==> src/rtl/cdc_src_queue.sv <==
// cdc_src_queue: source-side word queue feeding a pulse/ack CDC synchronizer.
// Optional watchdog on the ack wait is enabled by macro CDC_SRC_QUEUE_TIMEOUT_EN.
//
// Ports:
//   i_src_clk     source clock, all logic on its rising edge
//   rst_n         asynchronous active-low reset
//   i_wr_valid    producer offers i_wr_data
//   o_wr_ready    queue not full (registered pointers only)
//   i_wr_data     producer word
//   o_sync_data   word held for the synchronizer (registered)
//   o_sync_puls   one-cycle launch pulse (registered)
//   i_sync_ack    transfer-complete pulse, already in i_src_clk domain
//   o_level       queue occupancy
//   o_busy        high while a transfer or its gap cycle is in progress
//   o_timeout_err sticky "ack never came" flag (0 without the macro)

module cdc_src_queue #(
   parameter int DWIDTH  = 32,
   parameter int DEPTH   = 4,
   parameter int TIMEOUT = 255
) (
   input  logic                    i_src_clk,
   input  logic                    rst_n,
   input  logic                    i_wr_valid,
   output logic                    o_wr_ready,
   input  logic [DWIDTH-1:0]       i_wr_data,
   output logic [DWIDTH-1:0]       o_sync_data,
   output logic                    o_sync_puls,
   input  logic                    i_sync_ack,
   output logic [$clog2(DEPTH):0]  o_level,
   output logic                    o_busy,
   output logic                    o_timeout_err
);

   localparam int AW = $clog2(DEPTH);

   typedef enum logic [1:0] {
      IDLE,
      WAIT_ACK,
      GAP
   } state_t;

   state_t            state;
   logic [AW:0]       wr_ptr;
   logic [AW:0]       rd_ptr;
   logic [DWIDTH-1:0] mem [DEPTH];
   logic              full;
   logic              empty;
   logic              push;
   logic              pop;
   logic              tmo_hit;

   // Extra MSB on each pointer tells full from empty when indices match.
   assign empty = (wr_ptr == rd_ptr);
   assign full  = (wr_ptr[AW-1:0] == rd_ptr[AW-1:0]) &&
                  (wr_ptr[AW] != rd_ptr[AW]);

   assign o_wr_ready = !full;
   assign push       = i_wr_valid && !full;
   assign pop        = (state == IDLE) && !empty;
   assign o_level    = wr_ptr - rd_ptr;
   assign o_busy     = (state != IDLE);

   // Storage needs no reset: stale entries are never read while empty.
   always_ff @(posedge i_src_clk) begin
      if (push) begin
         mem[wr_ptr[AW-1:0]] <= i_wr_data;
      end
   end

   always_ff @(posedge i_src_clk or negedge rst_n) begin
      if (!rst_n) begin
         wr_ptr <= '0;
         rd_ptr <= '0;
      end else begin
         if (push) begin
            wr_ptr <= wr_ptr + 1'b1;
         end
         if (pop) begin
            rd_ptr <= rd_ptr + 1'b1;
         end
      end
   end

`ifdef CDC_SRC_QUEUE_TIMEOUT_EN
   localparam int CW = (TIMEOUT < 2) ? 1 : $clog2(TIMEOUT + 1);

   logic [CW-1:0] tmo_cnt;
   logic          tmo_err;

   // Fires on the TIMEOUT-th WAIT_ACK cycle; a same-cycle ack wins.
   assign tmo_hit = (state == WAIT_ACK) && !i_sync_ack &&
                    (tmo_cnt == CW'(TIMEOUT - 1));

   always_ff @(posedge i_src_clk or negedge rst_n) begin
      if (!rst_n) begin
         tmo_cnt <= '0;
      end else if ((state == WAIT_ACK) && !i_sync_ack && !tmo_hit) begin
         tmo_cnt <= tmo_cnt + 1'b1;
      end else begin
         tmo_cnt <= '0;
      end
   end

   always_ff @(posedge i_src_clk or negedge rst_n) begin
      if (!rst_n) begin
         tmo_err <= 1'b0;
      end else if (tmo_hit) begin
         tmo_err <= 1'b1;
      end
   end

   assign o_timeout_err = tmo_err;
`else
   assign tmo_hit       = 1'b0;
   assign o_timeout_err = 1'b0;
`endif

   always_ff @(posedge i_src_clk or negedge rst_n) begin
      if (!rst_n) begin
         state       <= IDLE;
         o_sync_data <= '0;
         o_sync_puls <= 1'b0;
      end else begin
         o_sync_puls <= 1'b0;
         unique case (state)
            IDLE: begin
               if (!empty) begin
                  o_sync_data <= mem[rd_ptr[AW-1:0]];
                  o_sync_puls <= 1'b1;
                  state       <= WAIT_ACK;
               end
            end
            WAIT_ACK: begin
               if (i_sync_ack || tmo_hit) begin
                  state <= GAP;
               end
            end
            GAP: begin
               state <= IDLE;
            end
            default: begin
               state <= IDLE;
            end
         endcase
      end
   end

endmodule

==> config.mk <==
export PLATFORM = sky130hd
export DESIGN_NAME = cdc_src_queue
export DESIGN_NICKNAME = d
export VERILOG_FILES = /design/src/rtl/cdc_src_queue.sv
export SDC_FILE = /design/constraint.sdc
export NUM_CORES = 1
export LEC_CHECK = 0
export ABC_AREA = 1
export BUFFER_PORTS_ARGS = -buffer_cell sky130_fd_sc_hd__buf_2
export CAP_MARGIN = 20
export CELL_PAD_IN_SITES_DETAIL_PLACEMENT = 1
export CELL_PAD_IN_SITES_GLOBAL_PLACEMENT = 1
export CORE_MARGIN = 4
export CORE_UTILIZATION = 49
export CTS_BUF_LIST = sky130_fd_sc_hd__clkbuf_4 sky130_fd_sc_hd__clkbuf_8 sky130_fd_sc_hd__clkbuf_16
export DETAILED_ROUTE_END_ITERATION = 6
export GPL_TIMING_DRIVEN = 0
export PLACE_DENSITY = 0.91
export SLEW_MARGIN = 10
export SYNTH_ARGS = -nofsm -noshare
export SYNTH_HDL_FRONTEND = slang
export SYNTH_SLANG_ARGS = --single-unit
export TNS_END_PERCENT = 1
==> constraint.sdc <==
create_clock -name i_src_clk -period 5.8 [get_ports i_src_clk]
set_input_delay 0.58 -clock i_src_clk [delete_from_list [all_inputs] [get_ports i_src_clk]]
set_output_delay 0.58 -clock i_src_clk [all_outputs]
set_load 0.01 [all_outputs]
# Yosys cells after proc, flatten, opt, wreduce, memory -nomap -nowiden

Memory sizes are Yosys's and may differ from the RTL's. A register that Yosys moved wholly into a read port is not among the register bits.
Cells that the tools add are included.

Equal/unequal tests: 6
Bitwise gates (word level): 1
Muxes and demuxes: 7
Reduce and logical (&&, ||, !) cells: 10
Add/sub/neg operators: 3

Operators by type and width:

| kind                | count |
|---|---|
| $add 3x1->3 const B | 2 |
| $mux 1              | 4 |
| $mux 2              | 2 |
| $ne 2x2->1 const B  | 2 |
| $pmux 2 s2          | 1 |
| $reduce_and 2->1    | 2 |
| $eq 3x3->1          | 1 |
| $logic_and 1x1->1   | 3 |
| $logic_not 1->1     | 3 |
| $sub 3x3->3         | 1 |
| $eq 2x1->1 const B  | 1 |
| $eq 2x2->1          | 1 |
| $logic_not 2->1     | 1 |
| $reduce_bool 2->1   | 1 |
| $ne 1x1->1          | 1 |
| $not 1->1           | 1 |

Flip-flop bits (word level): 9
Bits in writable memories: 128
Memories: 1
Output and inout port bits: 39
Input bits: 36
Word-level logic and storage cells: 32

Memory list:

| memory | words | width | read ports | clocked after memory_dff | wr ports | line | RTL |
|---|---|---|---|---|---|---|---|
| mem    | 4     | 32    | 1          | 1                        | 1        | 46   | `logic [DWIDTH-1:0] mem [DEPTH];` |

# Depth between registers and ports, before layout

Word-level depth: 6
Gate-level depth with buffers: 11
Gate-level depth less buffers: 8

# Least setup slack after synthesis

OpenSTA, ideal clock, no wires.

Path type: register to register
Start point: register rd_ptr[1]
End point: memory mem[0][0] (enable)
Path slack: 2.406 ns
Data required time: 5.379 ns
Period minus slack after synthesis: 3.394 ns
Arrival time: 2.972 ns
Stages on the path, launching flop included: 10
Library setup time: 0.421 ns
Cell sequence: dfrtp_1 > buf_2 > inv_1 > buf_2 > ha_1 > nand2_1 > inv_1 > nand3_1 > nand2_1 > nor2_1

Longest elaborated chain between the ends: 6

RTL lines:

| item                         | line | RTL |
|---|---|---|
| start: declaration           | 45   | `logic [AW:0] rd_ptr;` |
| start signal: assignment     | 80   | `rd_ptr <= rd_ptr + 1'b1;` |
| $eq 2x2->1                   | 55   | `assign full = (wr_ptr[AW-1:0] == rd_ptr[AW-1:0]) &&` |
| $logic_and 1x1->1            | 55   |  |
| $logic_not 1->1              | n/a  |  |
| via o_wr_ready               | 25   | `output logic o_wr_ready,` |
| $logic_and 1x1->1            | 59   | `assign push = i_wr_valid && !full;` |
| $mux 1                       | 66   | `if (push) begin` |
| $mux 1 (implied by the code) | 67   | `mem[wr_ptr[AW-1:0]] <= i_wr_data;` |
| end: declaration             | 46   |  |

The timed path passes the listed nets, and every way through them passes these cells.

# Worst setup path after layout

Start point: register rd_ptr[1]
End point: memory mem[0][19] (enable)

Longest elaborated chain between the ends: 6

RTL lines:

| item                         | line |
|---|---|
| $eq 2x2->1                   | 55 |
| $logic_and 1x1->1            | 55 |
| $logic_not 1->1              | 59 |
| $logic_and 1x1->1            | 59 |
| $mux 1                       | 66 |
| $mux 1 (implied by the code) | 67 |

Every way passes these cells.

==> results_dict.tcl <==
set metrics [dict create \
    end_kind "flip-flop" \
    postCtsResizedCells 0 \
    leakage_nw 3.984 \
    fmax_ghz 0.2909 \
    async_reset_ff_share_pct 24.26 \
    synth_area_leaders "edfxtp_1, nand2_1, dfrtp_1, inv_1, nand3_1" \
    ys_ff_latch 169 \
    num_rows 43 \
    cts_hold_buf 0 \
    regToRegStartpoint "rd_ptr[1]" \
    worst_pin_slew_ns 0.7730 \
    ir_worst_vdd_v 0.0003120 \
    drt_first_pass_iters 7 \
    clock_path_buffers 2 \
    netlist.top_cell.by_area "edfxtp_1" \
    failed_checks "DRC" \
    required_ns 5.95 \
    port_buffers 73 \
    initialDrtViolationCount 402 \
    ys_seq_area_share_pct 69.46 \
    hp-class "input port to asynchronous set/reset pin" \
    fillCellCount 1526 \
    area_growth_pct 19.42 \
    reg2reg_to "mem[0][19]" \
    fin_worst_skew_ns 0.01055 \
    clkLatencyLatePin_ns 0.44 \
    synth_ff_type "edfxtp_1" \
    synthTopCellsByCount "nand2_1, edfxtp_1, inv_1" \
    overflow 0 \
    ios 75 \
    post_cts.repair.setup_buffers 0 \
    drcViolationCount 5 \
    die-area_sq_mm 0.01628 \
    synthDistinctLibCells 22 \
    cp.arrival_ns 3.58 \
    synth.avg_cell_area_sq_um 10.37 \
    hpwl_um 12600 \
    finalNetCount 817 \
    clkSlewWorstSetupHoldPaths_ns 0.07 \
    r2r_setup_slack_ns 2.36 \
    antenna_found_initial 1 \
    syn_area_sq_mm 0.007010 \
    wl_per_cell_um 22.13 \
    cts_num_sinks 169 \
    fin_setup_tns_ns 0 \
    die_h_um 127.6 \
    report.final.setup_viol 0 \
    place_congestion 0.7474 \
    grt_pass1_vias 6054 \
    pre_cts_ws_ns 2.460 \
    dieWidth_um 127.6 \
    ff_latch_area_sq_mm 0.004870 \
    synth_top_area_share_pct 54.83 \
    worstPathMaxFanout 18 \
    cts_tree "built" \
    clock-root-buffer "clkbuf_16" \
    cp-start-kind "flip-flop" \
    layout-drive-gt1-share_pct 18.45 \
    cts_max_level 4 \
    postRouteAntennaNets 0 \
    vias 5178 \
    grt_pass1_wl_um 33150 \
    relSlewSlack_pct 48.34 \
    syn_nets 720 \
    cts_buffers 17 \
    multi_input_area_sq_mm 0.001705 \
    initial_core_util_pct 50.31 \
    synth_cells 676 \
    via_per_inst 5.355 \
    min_period_ns 3.437 \
    grt_util_all_layers_pct 27.63 \
    worstRegToRegCells 10 \
    period_share_pct 59.26 \
    critical_path_class "flip-flop to flip-flop" \
    coreArea_sq_mm 0.01393 \
    worst_slack_ns 2.363 \
    slew_viol_final 0 \
    cap_violations 0 \
    power_density_mw_per_mm2 599.5 \
    status "finished, violations left" \
    grt_max_degree 42 \
    hold_viol_final 0 \
    synth_most_common_cell "nand2_1" \
    rsz0062_at_grt "no" \
    synth_edf_count 128 \
    synth-warning-count 0 \
    wl_um 21400 \
]
cells by family after synthesis:
group,count (synthesis),share of synthesized area [%]
AO/OA/AOI/OAI,2,0.3034
XOR/XNOR,3,0.3749
adder cells (fa/ha/maj),8,1.535
buffers and inverters,108,6.639
flip-flops,169,69.46
other,1,0.05349
AND/OR/NAND/NOR,385,21.63
worst max path at each step:
stage	from	to	cells after the start
2_1_floorplan	rd_ptr[1]	mem[0][0]	9
3_3_place_gp	rd_ptr[1]	mem[1][16]	9
3_5_place_dp	rd_ptr[1]	mem[0][30]	10
4_1_cts	rd_ptr[1]	mem[0][15]	10
5_1_grt	rd_ptr[1]	mem[0][3]	10
6_report	rd_ptr[1]	mem[0][19]	10
metal layers:
layer	track usage, %	wire length, um	vias up
met3	6.480	1196	55
met2	49.55	11500	209
li1	-	-	2316
met1	31.07	7974	2598
met4	13.05	734	0
met5	0	0	-
layout make-up:
cell class	instances	share of cell area [%]
plain buffers	28	1.973
inverters	80	3.587
clock inverters	15	2.361
flip-flops and latches	169	58.17
diodes	1	0.02989
repair buffers	78	5.739
clock buffers	17	5.081
well taps	180	2.690
multi-input cells	399	20.37
critical path: stages (launching register included):
cell     delay, ns
dfrtp_1       0.43
buf_2         0.21
inv_1         0.22
buf_2         0.32
ha_1          0.29
nand2_1       0.07
inv_1         0.09
nand3_1       0.19
nand2_1       0.35
nor2_4        0.71
buf_16        0.23
sequential cells by signal, summed over array words and instances (netlist names):
register     cells
o_sync_data     32
rd_ptr           3
mem            128
state            2
o_sync_puls      1
wr_ptr           3
power breakdown:
group	total, mW	internal, mW	switching (mW)
clock network	1.22	0.722	0.497
logic	1.97	0.606	1.37
registers	1.83	1.67	0.159
cell usage in the layout (no fill, tap or decap), types with 3 or more instances in the layout:
cell type / count
nor2_4: 5
clkbuf_16: 17
nand2_2: 3
buf_6: 3
nand3_1: 39
dfrtp_1: 41
buf_2: 91
buf_4: 4
clkinvlp_4: 3
edfxtp_1: 128
nand2_1: 336
ha_1: 7
buf_12: 3
inv_1: 78
bufinv_16: 4
stage by stage:
step | cells | hold WS, ns | power, mW | util [%] | cell area (sq um)
floorplan | 676 | 0.2844 | 2.957 | - | 7010
global placement | 929 | 0.4575 | 3.505 | 54.55 | 7601
detailed placement | 933 | 0.4599 | 3.720 | 55.45 | 7726
CTS | 965 | 0.3368 | 5.034 | 59.92 | 8349
global route | 967 | 0.1499 | 5.317 | 60.08 | 8372
finish | 967 | 0.1195 | 5.019 | 60.08 | 8372
Note: power is estimated with default switching activity, not from simulation.
